<file path="src/rtl/r_fwft_stage_if.sv">
// Read-side FIFO port plus the outgoing valid/ready stream of the FWFT stage.
// The slave modport is the stage itself; master is whatever surrounds it.
interface r_fwft_stage_if #(
  parameter int DATA_WIDTH = 8
);
  logic                  r_empty_i;
  logic                  r_en_o;
  logic [DATA_WIDTH-1:0] r_data_i;
  logic [DATA_WIDTH-1:0] m_data_o;
  logic                  m_valid_o;
  logic                  m_ready_i;
  logic [1:0]            level_o;

  modport slave (
    input  r_empty_i,
    input  r_data_i,
    input  m_ready_i,
    output r_en_o,
    output m_data_o,
    output m_valid_o,
    output level_o
  );

  modport master (
    output r_empty_i,
    output r_data_i,
    output m_ready_i,
    input  r_en_o,
    input  m_data_o,
    input  m_valid_o,
    input  level_o
  );
endinterface

</file>
<file path="src/rtl/r_fwft_stage.sv">
// First-word-fall-through output stage: head + skid buffer in front of a
// RAM read port with one cycle of read latency.
module r_fwft_stage #(
  parameter int DATA_WIDTH = 8
) (
  input  logic           clk_r_i,
  input  logic           rst_r_ni,
  r_fwft_stage_if.slave  bus
);

  logic [DATA_WIDTH-1:0] head_q, head_d;
  logic [DATA_WIDTH-1:0] skid_q, skid_d;
  logic                  head_valid_q, head_valid_d;
  logic                  skid_valid_q, skid_valid_d;
  logic                  in_flight_q;

  logic [1:0] level;
  logic [1:0] credit_used;
  logic       pop;
  logic       fetch;

  assign level       = {1'b0, head_valid_q} + {1'b0, skid_valid_q};
  assign credit_used = level + {1'b0, in_flight_q};
  assign pop         = head_valid_q & bus.m_ready_i;

  // A pop this cycle frees a slot in time for data fetched now, so it also grants credit.
  assign fetch = rst_r_ni & ~bus.r_empty_i & ((credit_used < 2'd2) | pop);

  assign bus.r_en_o    = fetch;
  assign bus.m_data_o  = head_q;
  assign bus.m_valid_o = head_valid_q;
  assign bus.level_o   = level;

  always_comb begin
    head_d       = head_q;
    skid_d       = skid_q;
    head_valid_d = head_valid_q;
    skid_valid_d = skid_valid_q;
    if (in_flight_q) begin
      if (!head_valid_q || (pop && !skid_valid_q)) begin
        head_d       = bus.r_data_i;
        head_valid_d = 1'b1;
      end else if (!pop) begin
        skid_d       = bus.r_data_i;
        skid_valid_d = 1'b1;
      end else begin
        head_d = skid_q;
        skid_d = bus.r_data_i;
      end
    end else if (pop) begin
      if (skid_valid_q) begin
        head_d       = skid_q;
        skid_valid_d = 1'b0;
      end else begin
        head_valid_d = 1'b0;
      end
    end
  end

  always_ff @(posedge clk_r_i or negedge rst_r_ni) begin
    if (!rst_r_ni) begin
      head_q       <= '0;
      skid_q       <= '0;
      head_valid_q <= 1'b0;
      skid_valid_q <= 1'b0;
      in_flight_q  <= 1'b0;
    end else begin
      head_q       <= head_d;
      skid_q       <= skid_d;
      head_valid_q <= head_valid_d;
      skid_valid_q <= skid_valid_d;
      in_flight_q  <= fetch;
    end
  end

endmodule

</file>
<file path="src/flat_wrapper.sv">
// flat-port wrapper written by rule: the top's interface ports become plain ports
module r_fwft_stage_flat 
#(
  parameter int DATA_WIDTH = 8
)
  (clk_r_i, rst_r_ni, bus_r_empty_i, bus_r_data_i, bus_m_ready_i, bus_r_en_o, bus_m_data_o, bus_m_valid_o, bus_level_o);
  r_fwft_stage_if #(.DATA_WIDTH(DATA_WIDTH)) bus_i ();
  input  logic clk_r_i;
  input  logic rst_r_ni;
  input wire logic [$bits(bus_i.r_empty_i)-1:0] bus_r_empty_i;
  input wire logic [$bits(bus_i.r_data_i)-1:0] bus_r_data_i;
  input wire logic [$bits(bus_i.m_ready_i)-1:0] bus_m_ready_i;
  output wire logic [$bits(bus_i.r_en_o)-1:0] bus_r_en_o;
  output wire logic [$bits(bus_i.m_data_o)-1:0] bus_m_data_o;
  output wire logic [$bits(bus_i.m_valid_o)-1:0] bus_m_valid_o;
  output wire logic [$bits(bus_i.level_o)-1:0] bus_level_o;
  assign bus_i.r_empty_i = bus_r_empty_i;
  assign bus_i.r_data_i = bus_r_data_i;
  assign bus_i.m_ready_i = bus_m_ready_i;
  assign bus_r_en_o = bus_i.r_en_o;
  assign bus_m_data_o = bus_i.m_data_o;
  assign bus_m_valid_o = bus_i.m_valid_o;
  assign bus_level_o = bus_i.level_o;
  r_fwft_stage #(.DATA_WIDTH(DATA_WIDTH)) u_core (.clk_r_i(clk_r_i), .rst_r_ni(rst_r_ni), .bus(bus_i));
endmodule
</file>
<file path="config.mk">
export PLATFORM = sky130hd
export DESIGN_NAME = r_fwft_stage_flat
export DESIGN_NICKNAME = d
export VERILOG_FILES = /design/src/rtl/r_fwft_stage_if.sv /design/src/rtl/r_fwft_stage.sv /design/src/flat_wrapper.sv
export SDC_FILE = /design/constraint.sdc
export NUM_CORES = 1
export LEC_CHECK = 0
export ABC_AREA = 1
export CORE_AREA = 2 2 50 57
export DETAILED_ROUTE_END_ITERATION = 12
export DIE_AREA = 0 0 52 59
export PLACE_DENSITY = 0.76
export SYNTH_ARGS = -nofsm -noshare
export SYNTH_HDL_FRONTEND = slang
export SYNTH_SLANG_ARGS = --single-unit
</file>
<file path="constraint.sdc">
create_clock -name clk_r_i -period 1.43 [get_ports clk_r_i]
set_input_delay 0.429 -clock clk_r_i [delete_from_list [all_inputs] [get_ports clk_r_i]]
set_output_delay 0.429 -clock clk_r_i [all_outputs]
set_load 0.05 [all_outputs]
</file>
==> results of run 1 <==
==> flip-flops by register name (all words and copies together) (netlist names) <==
name / count
u_core.bus.m_data_o: 8
u_core.skid_valid_q: 1
u_core.bus.m_valid_o: 1
u_core.skid_q: 8
u_core.in_flight_q: 1
==> what timing repair did <==
| item | 4_1_cts | 5_1_grt |
|---|---|---|
| resized for setup | 2 | 4 |
| hold buffers | 0 | 0 |
| endpoints found under the setup margin | 4 | 20 |
| pin swaps | 1 | 5 |
| setup buffers | 3 | 0 |
==> per-stage QoR <==
| step | setup TNS [ns] | cell area [µm²] | instances | util |
|---|---|---|---|---|
| 2_1_floorplan | -0.489 | 1070 | 133 | - |
| 3_3_place_gp | -4.39 | 1520 | 194 | 0.620 |
| 3_5_place_dp | -5.33 | 1520 | 194 | 0.620 |
| 4_1_cts | -1.26 | 1570 | 200 | 0.641 |
| 5_1_grt | -2.19 | 1580 | 200 | 0.646 |
| 6_report | -1.32 | 1580 | 200 | 0.646 |
==> worst max-delay path by stage <==
| stage | to | cells after the start |
|---|---|---|
| 2_1_floorplan | bus_r_en_o | 5 |
| 3_3_place_gp | bus_r_en_o | 6 |
| 3_5_place_dp | bus_r_en_o | 6 |
| 4_1_cts | bus_r_en_o | 5 |
| 5_1_grt | bus_r_en_o | 5 |
| 6_report | bus_r_en_o | 5 |
==> cell usage in the layout, fill, tap and decap left out, types with 2 or more instances in the layout <==
master	n
nand2_1	34
inv_1	25
dfrtp_1	18
nand3_1	16
buf_12	13
clkdlybuf4s50_1	11
nor2_1	10
a21oi_2	9
buf_4	8
inv_2	4
nand2_2	3
nand2_4	3
clkbuf_4	3
a21oi_1	2
buf_6	2
==> layout make-up <==
class | count | area, µm²
fillers | 193 | 866
flip-flops and latches | 19 | 479
multi-input cells | 82 | 469
repair buffers | 34 | 453
inverters | 30 | 115
well taps | 31 | 38.8
clock buffers | 3 | 22.5
clock inverters | 1 | 5.00
==> cell families (layout without fill, tap and decap cells) <==
| family | count (synthesis) | after routing | synth area share |
|---|---|---|---|
| AO/OA/AOI/OAI | 13 | 13 | 0.107 |
| flip-flops | 19 | 19 | 0.455 |
| buffers and inverters | 32 | 68 | 0.125 |
| AND/OR/NAND/NOR | 68 | 68 | 0.302 |
| adder cells (fa/ha/maj) | 1 | 1 | 0.0120 |
==> per-layer routing <==
layer	GRT usage	wire (µm)	vias up
met5	0	0	-
met4	0.0564	33	0
met3	0.0227	66	4
met2	0.278	1170	25
met1	0.208	955	424
li1	-	-	477
==> where the power goes <==
group / switching [mW] / internal, mW
clock network: 0.168 / 0.104
logic: 1.32 / 1.14
registers: 0.175 / 0.789
total: 1.67 / 2.03
==> worst max-delay path, delay by kind of cell, from the launching register on <==
family                   cells  cell delay [ns]
flip-flops                   1             0.50
adder cells (fa/ha/maj)      1             0.26
AO/OA/AOI/OAI                2             0.23
buffers and inverters        2             0.21
==> flow_summary_export.csv, run 1 <==
group,metric,value,unit
setup_path,critPathLaunchType,"flip-flop",
global_route,grt_pass1_vias,881,
route,drc_violation_total_after_the_first_tritonroute_iteration,33,
timing,finalHoldWorstSlack,0.473,ns
clock_network,clk_root_buffer_cell,"clkbuf_4",
setup_path,timing.critical_path.slowest_stage_cell,"dfrtp_4",
timing,report.final.setup_viol,4,
setup_path,reg2reg_to,"u_core.bus.m_data_o[3]",
synthesis,most_used_flip_flop_cell_after_synthesis,"dfrtp_1",
synthesis,synth_top_cell_area_share,0.455,
placement,gp_congestion,0.780,
setup_path,cp_max_fo,3,
setup_path,critical-path-max-stage-delay,0.50,ns
final_layout,final_nets,183,
floorplan,floorplan.initialDensity,0.427,
clock_network,clock_sinks,19,
power,finalPower,3.70,mW
timing,timing.final.hold_violations,0,
setup_path,cp-end-kind,"output port",
timing,slew_viol_final,0,
clock_network,cts_tree,"yes",
placement,dpl_worst_slack,-0.380,ns
synthesis,count_leader_synth,"nand2_1",
timing,final_critical_path_setup_slack,-0.505,ns
setup_path,startpoint,"u_core.bus.m_valid_o",
route,drt-vias-per-instance,4.65,
setup_path,cp_data_arrival_time,1.51,ns
clock_network,cts.path.max_buffers,2,
setup_path,critical_path.cell_chain,"ha_4 > a21oi_2 > o21ai_2 > inv_2 > buf_12",
global_route,grt_antenna_before_repair,0,
floorplan,fp.dieArea,3070,µm²
final_layout,syn_to_final_growth,51.5,%
setup_path,crit_type,"reg -> out",
synthesis,synth_top_cells_by_count,"nand2_1, inv_1, dfrtp_1",
global_route,total_routing_resource_utilization_after_global_routing,0.162,
clock_network,cts_buffer_count,3,
route,drt_pass1_iterations,4,
synthesis,post_synth.cell_area_avg,7.86,µm²
setup_path,rr_worst_depth,8,
synthesis,synth_top_area_cell,"dfrtp_1",
power,leakagePower,0.850,nW
placement,count_of_port_buffers_added_during_placement,23,
setup_path,ff2ff_setup_slack,0.04,ns
timing,slew_headroom,0.823,
synthesis,syn_inst,133,
flow_run,max_cap_violations,0,
floorplan,dieHeight,59,µm
floorplan,floorplan.die.width,52,µm
clock_network,cts_htree_levels,1,
route,drt-total-wl,2220,µm
route,vias,930,
hold_path,hold_path_class,"in -> async",
outcome,violations,"negative setup slack",
setup_path,regToRegStartpoint,"u_core.bus.m_valid_o",
synthesis,ys_ff_latch,19,
route,post-route-drc-count,0,
synthesis,leading_cell_types_by_total_area_after_synthesis,"dfrtp_1, nand2_1, inv_1",
global_route,grt_pass1_wl,3770,µm
outcome,result_of_the_run,"finished with violations",
clock_network,insertion_delay,0.30,ns
timing,min_period_over_period,1.35,
timing,clock_skew,0.00357,ns
floorplan,design.core.area,2450,µm²
timing,period_needed,1.93,ns
global_route,globalRoute.totalOverflow,0,
floorplan,row_count,19,
power,vdd.ir_drop.worst,1.70,mV
route,ant_nets,0,
synthesis,seq_area_frac_synth,0.455,
global_route,grt_max_degree,20,
power,areal_power_density_over_the_cells,2340,nW/µm²
synthesis,async_reset_ff_frac,1.00,
synthesis,synth_unique_cells,17,
synthesis,post_synthesis_instance_area,1040,µm²
timing,setup_repair_after_global_routing_missed_its_margin,"yes",
timing,timing.fmax,0.517,GHz
final_layout,antennaDiodeCount,0,
synthesis,synthesis.nets,146,
placement,hpwl_after_dpl,1710,µm
floorplan,boundaryPins,24,
setup_path,critical_path_required,1.00,ns
final_layout,drive_above_1_share,0.314,
synthesis,count_of_flip_flops_with_a_built_in_enable_after_synthesis,0,
clock_network,clock_pin_slew_reported_for_the_worst_setup_and_hold_paths_after_clock_tree_synthesis,0.11,ns
route,wire_per_inst,11.1,µm
timing,max_slew.worst_pin.slew,0.265,ns
synthesis,ys.warnings.count,0,
Note: power is estimated with default switching activity, not from simulation.
==> run 2: changes to the inputs <==
- CORE_AREA: 2 2 50 57 -> 2 2 52 54
- DIE_AREA: 0 0 52 59 -> 0 0 54 56
- PLACE_DENSITY: 0.76 -> 0.77
==> run 2 against run 1 <==
Compared with the run above:
- the run still ends with negative setup slack left
- power is 1.2% higher
- critical path depth stayed put
- global-route usage is 2.3 points higher
- non-clock buffer count is 1 higher
- worst hold slack better by 0.0038 ns
- utilization is 0.95 points higher
- sequential share of layout area is 0.24 points lower
==> flow_summary_export.csv, run 2 (synthesized netlist as in run 1, its figures left out) <==
group,metric,value,unit
timing,totalNegativeSetupSlack,-1.40,ns
timing,period_needed,1.95,ns
clock_network,clock_sinks,19,
route,ant_nets,0,
timing,max_slew.worst_pin.slew,0.258,ns
setup_path,rr_worst_depth,8,
global_route,total_routing_resource_utilization_after_global_routing,0.185,
power,cell_internal_pwr,2.03,mW
power,p_clk_frac,0.073,
global_route,grt_pass1_wl,4150,µm
clock_network,cts_tree,"yes",
timing,clock_skew,0.0115,ns
floorplan,fp.dieArea,3020,µm²
setup_path,crit_type,"reg -> out",
final_layout,layout.cells.most_common,"nand2_1",
route,wire_per_inst,12.4,µm
global_route,grt_max_degree,20,
timing,final_critical_path_setup_slack,-0.524,ns
floorplan,floorplan.initialDensity,0.430,
floorplan,boundaryPins,24,
timing,timing.fmax,0.512,GHz
route,drt-total-wl,2500,µm
floorplan,design.core.area,2430,µm²
outcome,result_of_the_run,"finished with violations",
setup_path,critical_path_required,1.00,ns
clock_network,clk_root_buffer_cell,"clkbuf_4",
hold_path,hold_path_class,"in -> async",
floorplan,floorplan.die.width,54,µm
clock_network,clock_pin_slew_reported_for_the_worst_setup_and_hold_paths_after_clock_tree_synthesis,0.11,ns
power,finalPower,3.75,mW
outcome,violations,"negative setup slack",
timing,slew_headroom,0.827,
clock_network,cts_hold_repair.buffers,0,
power,seqPwrFrac,0.258,
clock_network,cts_buffer_count,3,
global_route,globalRoute.totalOverflow,0,
placement,count_of_port_buffers_added_during_placement,23,
power,share_comb_of_total_power,0.669,
floorplan,dieHeight,56,µm
timing,report.final.setup_viol,5,
timing,min_period_over_period,1.37,
final_layout,layout.cells.most_common_list,"nand2_1, inv_1, dfrtp_1, nand3_1, buf_12",
placement,place_area,1510,µm²
setup_path,cp-end-kind,"output port",
placement,gp_congestion,0.879,
setup_path,critPathLaunchType,"flip-flop",
setup_path,cp_data_arrival_time,1.53,ns
route,drc_violation_total_after_the_first_tritonroute_iteration,26,
final_layout,drive_above_1_share,0.322,
flow_run,max_cap_violations,0,
placement,hpwl_after_dpl,1890,µm
setup_path,regToRegStartpoint,"u_core.bus.m_valid_o",
route,vias,974,
power,vdd.ir_drop.worst,1.47,mV
power,power.switching_fraction,0.457,
clock_network,cts.path.max_buffers,2,
timing,timing.final.hold_violations,0,
final_layout,antennaDiodeCount,0,
setup_path,reg2reg_to,"u_core.bus.m_data_o[2]",
final_layout,final_nets,185,
clock_network,insertion_delay,0.30,ns
final_layout,fillers,188,
route,drt-vias-per-instance,4.85,
global_route,grt_pass1_vias,959,
timing,setup_repair_after_global_routing_missed_its_margin,"yes",
timing,slew_viol_final,0,
route,drt_pass1_iterations,4,
global_route,grt_antenna_before_repair,0,
setup_path,cp_max_fo,3,
clock_network,cts_htree_levels,1,
setup_path,ff2ff_setup_slack,-0.01,ns
power,areal_power_density_over_the_cells,2350,nW/µm²
power,power.switching,1.71,mW
route,post-route-drc-count,0,
final_layout,postLayoutCellArea,1600,µm²
power,leakagePower,0.847,nW
final_layout,syn_to_final_growth,52.7,%
floorplan,row_count,18,
==> run 2: changes by cell type in the layout (fill, tap and decap cells not counted), sizes merged <==
cell / change
buf: +1
clkbuf: +1
nand3: +1
clkinv: -1
==> run 2: layout make-up <==
cell class / instances / area [µm²] / share of cell area
Inverter: 30 / 115 / 0.0722
Tap cell: 30 / 37.5 / 0.0235
Clock buffer: 4 / 26.3 / 0.0165
Timing Repair Buffer: 35 / 448 / 0.281
Sequential cell: 19 / 479 / 0.300
Multi-Input combinational cell: 83 / 489 / 0.307
==> run 2: power groups by stage <==
| stage | Clock (mW) | Combinational, mW | Sequential [mW] |
|---|---|---|---|
| global route | 0.304 | 2.66 | 0.990 |
| global placement | 0 | 2.30 | 0.961 |
| floorplan | 0 | 0.902 | 1.38 |
| finish | 0.273 | 2.50 | 0.968 |
| CTS | 0.283 | 2.43 | 0.967 |
| detailed placement | 0 | 2.36 | 0.982 |
==> run 2: how the worst max path moves through the flow <==
| stage | slack (ns) | to | from |
|---|---|---|---|
| after floorplan | -0.38 | bus_r_en_o | u_core.bus.m_valid_o |
| after global placement | -0.36 | bus_r_en_o | bus_m_ready_i |
| after detailed placement | -0.36 | bus_r_en_o | bus_m_ready_i |
| after CTS | -0.54 | bus_r_en_o | u_core.bus.m_valid_o |
| after global routing | -0.56 | bus_r_en_o | u_core.bus.m_valid_o |
| final | -0.52 | bus_r_en_o | u_core.bus.m_valid_o |
==> run 2: per-stage QoR <==
stage / hold WS [ns] / util / instances / worst slack, ns
after CTS: 0.486 / 0.642 / 200 / -0.545
final: 0.476 / 0.656 / 201 / -0.524
after global placement: 0.499 / 0.622 / 194 / -0.355
after floorplan: 0.133 / - / 133 / -0.384
after global routing: 0.507 / 0.656 / 201 / -0.556
after detailed placement: 0.504 / 0.622 / 194 / -0.359
==> run 2: critical path, cell delays in order (launching register included) <==
cell     delay, ns
dfrtp_4       0.51
ha_4          0.29
a21oi_2       0.06
o21ai_2       0.15
inv_2         0.07
buf_12        0.14
==> run 2: layer usage <==
layer | GRT usage | wire [µm] | up-vias
met4 | 0.0929 | 74 | 0
met3 | 0.0188 | 111 | 8
met5 | 0 | 0 | -
met2 | 0.303 | 1290 | 35
li1 | - | - | 481
met1 | 0.233 | 1020 | 450
==> run 2: repair_timing <==
item	4_1_cts	5_1_grt
setup buffers	2	1
resized for setup	2	7
pin swaps	1	3
endpoints found under the setup margin	4	20
gates cloned	0	1
==> run 3: changes to the inputs <==
- CAP_MARGIN: not set -> 10
- HOLD_SLACK_MARGIN: not set -> 0.05
==> results of run 3 <==
Same layout as run 2: the final DEF is identical, and so are final timing and power.
